===== config.mk =====
export PLATFORM = sky130hd
export DESIGN_NAME = sky_fetch_stage
export DESIGN_NICKNAME = d
export VERILOG_FILES = /design/src/rtl/sky_fetch_stage.sv
export SDC_FILE = /design/constraint.sdc
export NUM_CORES = 1
export LEC_CHECK = 0
export ABC_AREA = 1
export CAP_MARGIN = 15
export CORE_UTILIZATION = 50
export DETAILED_ROUTE_END_ITERATION = 12
export HOLD_SLACK_MARGIN = 0.08
export PLACE_DENSITY = 0.84
export RECOVER_POWER = 50
export REMOVE_ABC_BUFFERS = 1
export SYNTH_ARGS = -nofsm -noshare
export SYNTH_HDL_FRONTEND = slang
export SYNTH_SLANG_ARGS = --single-unit

===== constraint.sdc =====
create_clock -name clk -period 6.7 [get_ports clk]
set_input_delay 1.34 -clock clk [delete_from_list [all_inputs] [get_ports clk]]
set_output_delay 1.34 -clock clk [all_outputs]
set_load 0.005 [all_outputs]

===== src/rtl/sky_fetch_stage.sv =====
// rtl/sky_fetch_stage.sv - instruction fetch stage with credit-limited in-order fetch queue
module sky_fetch_stage #(
  parameter logic [31:0] RESET_PC = 32'h0000_0000,
  parameter int unsigned FQ_DEPTH = 2
) (
  input  logic        clk,
  input  logic        reset_n,
  input  logic        stall,
  input  logic        redirect_valid,
  input  logic [31:0] redirect_pc,
  output logic        imem_req_valid,
  input  logic        imem_req_ready,
  output logic [31:0] imem_req_addr,
  input  logic        imem_resp_valid,
  input  logic [31:0] imem_resp_data,
  output logic [31:0] pc_out,
  output logic [31:0] instruction,
  output logic        instr_valid
);

  localparam int unsigned PW = $clog2(FQ_DEPTH);
  localparam int unsigned CW = $clog2(FQ_DEPTH + 1);
  localparam logic [CW:0] DEPTH_W = (CW + 1)'(FQ_DEPTH);

  logic [31:0]   fetch_pc;
  logic [CW-1:0] inflight;
  logic [CW-1:0] drop_cnt;
  logic [CW-1:0] q_count;
  logic [CW-1:0] inflight_nxt;
  logic [PW-1:0] q_head;
  logic [PW-1:0] q_tail;
  logic [PW-1:0] t_head;
  logic [PW-1:0] t_tail;
  logic [31:0]   q_pc   [FQ_DEPTH];
  logic [31:0]   q_data [FQ_DEPTH];
  logic [31:0]   t_pc   [FQ_DEPTH];
  logic          req_fire;
  logic          resp_drop;
  logic          q_push;
  logic          q_pop;

  // Credit: every outstanding read already owns a queue slot, so a response never
  // finds the queue full. Gated by reset_n so the request line is low during reset.
  assign imem_req_valid = reset_n && (({1'b0, inflight} + {1'b0, q_count}) < DEPTH_W);
  assign imem_req_addr  = fetch_pc;

  assign req_fire     = imem_req_valid && imem_req_ready;
  assign resp_drop    = imem_resp_valid && (drop_cnt != '0);
  assign q_push       = imem_resp_valid && (drop_cnt == '0) && !redirect_valid;
  assign q_pop        = !redirect_valid && !stall && (q_count != '0);
  assign inflight_nxt = inflight + CW'(req_fire) - CW'(imem_resp_valid);

  // Payload storage for queue and in-flight PC tracker; validity is held by the counters
  always_ff @(posedge clk) begin
    if (q_push) begin
      q_pc[q_tail]   <= t_pc[t_head];
      q_data[q_tail] <= imem_resp_data;
    end
    if (req_fire) begin
      t_pc[t_tail] <= fetch_pc;
    end
  end

  // Fetch PC, in-flight/drop accounting and queue pointers; redirect flushes the queue
  // and turns every read still outstanding after this cycle into a stale one
  always_ff @(posedge clk or negedge reset_n) begin
    if (!reset_n) begin
      fetch_pc <= RESET_PC;
      inflight <= '0;
      drop_cnt <= '0;
      q_count  <= '0;
      q_head   <= '0;
      q_tail   <= '0;
      t_head   <= '0;
      t_tail   <= '0;
    end else begin
      inflight <= inflight_nxt;
      if (req_fire) begin
        t_tail <= t_tail + PW'(1);
      end
      if (imem_resp_valid) begin
        t_head <= t_head + PW'(1);
      end
      if (redirect_valid) begin
        fetch_pc <= redirect_pc & 32'hFFFF_FFFC;
        drop_cnt <= inflight_nxt;
        q_count  <= '0;
        q_head   <= '0;
        q_tail   <= '0;
      end else begin
        if (req_fire) begin
          fetch_pc <= fetch_pc + 32'd4;
        end
        if (resp_drop) begin
          drop_cnt <= drop_cnt - CW'(1);
        end
        if (q_push) begin
          q_tail <= q_tail + PW'(1);
        end
        if (q_pop) begin
          q_head <= q_head + PW'(1);
        end
        q_count <= q_count + CW'(q_push) - CW'(q_pop);
      end
    end
  end

  // Fetch->decode register: redirect kills, stall holds, otherwise pop or insert a bubble
  always_ff @(posedge clk or negedge reset_n) begin
    if (!reset_n) begin
      pc_out      <= RESET_PC;
      instruction <= 32'h0;
      instr_valid <= 1'b0;
    end else if (redirect_valid) begin
      instruction <= 32'h0;
      instr_valid <= 1'b0;
    end else if (!stall) begin
      if (q_count != '0) begin
        pc_out      <= q_pc[q_head];
        instruction <= q_data[q_head];
        instr_valid <= 1'b1;
      end else begin
        instruction <= 32'h0;
        instr_valid <= 1'b0;
      end
    end
  end

endmodule


==> metrics.csv <==
metric,value,unit
cts_buffer_depth,3,
switching_share,0.269,
postSynthCellCount,940,
cp_max_fo,39,
synth_top_area_share,0.480,
p_clk_frac,0.304,
cts_made_buffers,28,
yosysWarnings,0,
period_needed,4.95,ns
p_switching,1320,uW
worst_slew_margin_rel,-0.348,
die_w,154,um
violations,"DRC, capacitance limit, slew limit",
ios,168,
cap_violations,5,
cp-start-kind,primary input,
irDropWorstVdd,160,uV
viasPerCell,5.30,
worstSetupEndpointType,register,
antenna_found_initial,2,
grt_pass1_wl,38.0,mm
synth_area_leaders,"edfxtp_1 (48%), dfrtp_1 (22%), nand2_1 (6.9%)",
grt_pass1_vias,7401,
vias,7491,
drc,4,
cts_resized,0,
crit_arrival,5.14,ns
htreeDepth,1,
cts_tree,built,
fp-row-count,55,
setup_slack,1.75,ns
p_int,3600,uW
ys_seq_area_frac,0.704,
async_flop_share,0.359,
power,4920,uW
status,"finished, violations left",
tns,0,ns
cts.clk_slew.worst_paths,0.06,ns
synth.most_common_cell,nand2_1,
drt_iter0_drc,494,
postRouteAntennaNets,0,
cp_data_required_time,6.90,ns
p_comb_frac,0.210,
reg2reg_setup_slack,3.40,ns
cts-hold-fix-buffers,0,
final_nets,1182,
hold_class,reg2reg,
die_area,0.0236,mm2
finalHoldViolCount,0,
leakage,0.00538,uW
cts.sinks,287,
hold_ws,0.508,ns
final-setup-viol-count,0,
post-place-ws,2.57,ns
drive_above_1_share,0.0630,
fmax,202,MHz
post_cts.repair.setup_buffers,0,
finalWirelength,23.7,mm
yosysUniqueCellTypes,31,
fillers,1624,
synth-seq-cells,287,
first_pass_iters,9,
synth_edf_count,184,
finalCritPeriodShare,0.739,
syn-cell-area,0.0115,mm2
fin_worst_skew,0.00935,ns
dp_hpwl,15.0,mm
grt_overflow_total,0,
start_util,0.509,
grt_usage,0.204,
p_seq_frac,0.486,
insertion_delay,0.54,ns
powerDensity,345,mW/mm2
syn_to_final_growth,23.8,%
root_buffer,clkbuf_16,
synth_commonest_cells,"nand2_1 (212), edfxtp_1 (184), dfrtp_1 (103)",
synth-main-ff-cell,edfxtp_1,
grt_max_degree,65,
routedWlPerCell,16.7,um
crit_type,in2reg,
core,0.0226,mm2
drv_slew,172,
tightest_slew,2.02,ns
io_buffers,161,
syn_area_per_cell,12.3,um2
die_h,154,um
synth_top_area_cell,edfxtp_1,
gp_congestion,0.838,
rsz0062_at_grt,false,
[routing by layer]
metal	up-vias	GRT usage	part of all wire	wire, um
met3	43	0.0375	0.076	1790
met1	3565	0.270	0.42	9920
met4	0	0.0595	0.018	434
li1	3582	-	-	-
met2	301	0.347	0.49	11500
met5	-	0	0	0
[layout make-up]
class / count / area [um2] / area share
multi-input cells: 559 / 3010 / 0.211
flip-flops and latches: 287 / 8100 / 0.568
repair buffers: 174 / 1690 / 0.118
clock inverters: 12 / 85.1 / 0.00597
well taps: 285 / 357 / 0.0250
clock buffers: 40 / 797 / 0.0559
diodes: 2 / 5.00 / 0.000351
inverters: 55 / 206 / 0.0145
[state kept, by name (all words and copies together), names as in the netlist]
register / count
q_tail: 1
t_head: 1
imem_req_addr: 30
q_head: 1
q_count: 2
q_pc: 60
t_pc: 60
instruction: 32
drop_cnt: 2
q_data: 64
inflight: 2
pc_out: 30
instr_valid: 1
t_tail: 1
[power by group through the flow]
stage / Sequential, uW / Clock, uW / Combinational, uW
2_1_floorplan: 2430 / 0 / 477
3_3_place_gp: 2410 / 0 / 1020
3_5_place_dp: 2420 / 0 / 1060
4_1_cts: 2390 / 1520 / 1070
5_1_grt: 2420 / 1600 / 1140
6_report: 2390 / 1490 / 1030
[per-stage QoR]
stage / cell area [um2] / utilization / cells
after CTS: 14300 / 0.631 / 1412
final: 14300 / 0.630 / 1414
after global placement: 13400 / 0.592 / 1360
after detailed placement: 13400 / 0.592 / 1360
after global routing: 14300 / 0.630 / 1413
after floorplan: 11300 / - / 901
[cell usage in the layout, fill, tap and decap left out, types with 2 or more instances in the layout]
cell type / synthesis / final
clkinv_1: 0 / 4
xnor2_1: 3 / 3
dfrtp_1: 103 / 102
a31oi_1: 31 / 31
mux2_2: 31 / 9
clkinv_2: 0 / 5
xor2_1: 10 / 10
diode_2: 0 / 2
nand2_2: 3 / 2
nor2_4: 1 / 3
edfxtp_1: 184 / 184
nor2_2: 4 / 6
mux2i_1: 32 / 32
and2_1: 2 / 2
o21bai_1: 10 / 10
ha_1: 6 / 6
clkbuf_8: 0 / 3
clkinvlp_4: 0 / 2
conb_1: 1 / 4
buf_4: 5 / 9
nand2_1: 212 / 213
o21ai_1: 28 / 28
nand3_1: 77 / 78
dlygate4sd3_1: 0 / 33
mux2_1: 0 / 22
clkbuf_16: 0 / 29
clkbuf_1: 10 / 13
o211ai_1: 6 / 6
o21ai_0: 19 / 19
nor2_1: 75 / 71
inv_1: 54 / 54
clkdlybuf4s50_1: 0 / 127
[final timing paths]
| path | cells past startpoint | startpoint | endpoint |
|---|---|---|---|
| worst max-delay path | 6 | redirect_valid | q_data[0][16] |
| worst min-delay path | 2 | instruction[23] | instruction[23] |
| worst max register to register | 7 | q_count[0] | t_pc[1][25] |
| worst min register to register | 2 | instruction[23] | instruction[23] |
| max in group asynchronous | 2 | reset_n | instruction[5] |
| min in group asynchronous | 1 | reset_n | instruction[7] |
[critical path, stage by stage]
cell and delay (ns):
dlygate4sd3_1 0.55, inv_1 0.05, clkbuf_1 1.42, nand2_1 0.41, nor2_4 0.81, buf_4 0.52
[kinds of logic after synthesis]
kind of cell               count (synthesis)  synth area share
AOI/OAI and AO/OA                         95            0.0482
adders and majority gates                  7           0.00826
other                                      1          0.000326
DFF                                      287             0.704
and+or+nand+nor                          377             0.136
buffers and inverters                     97            0.0359
xor gates and xnor gates                  13           0.00989
muxes                                     63            0.0581
(Power assumes the default switching activity.)
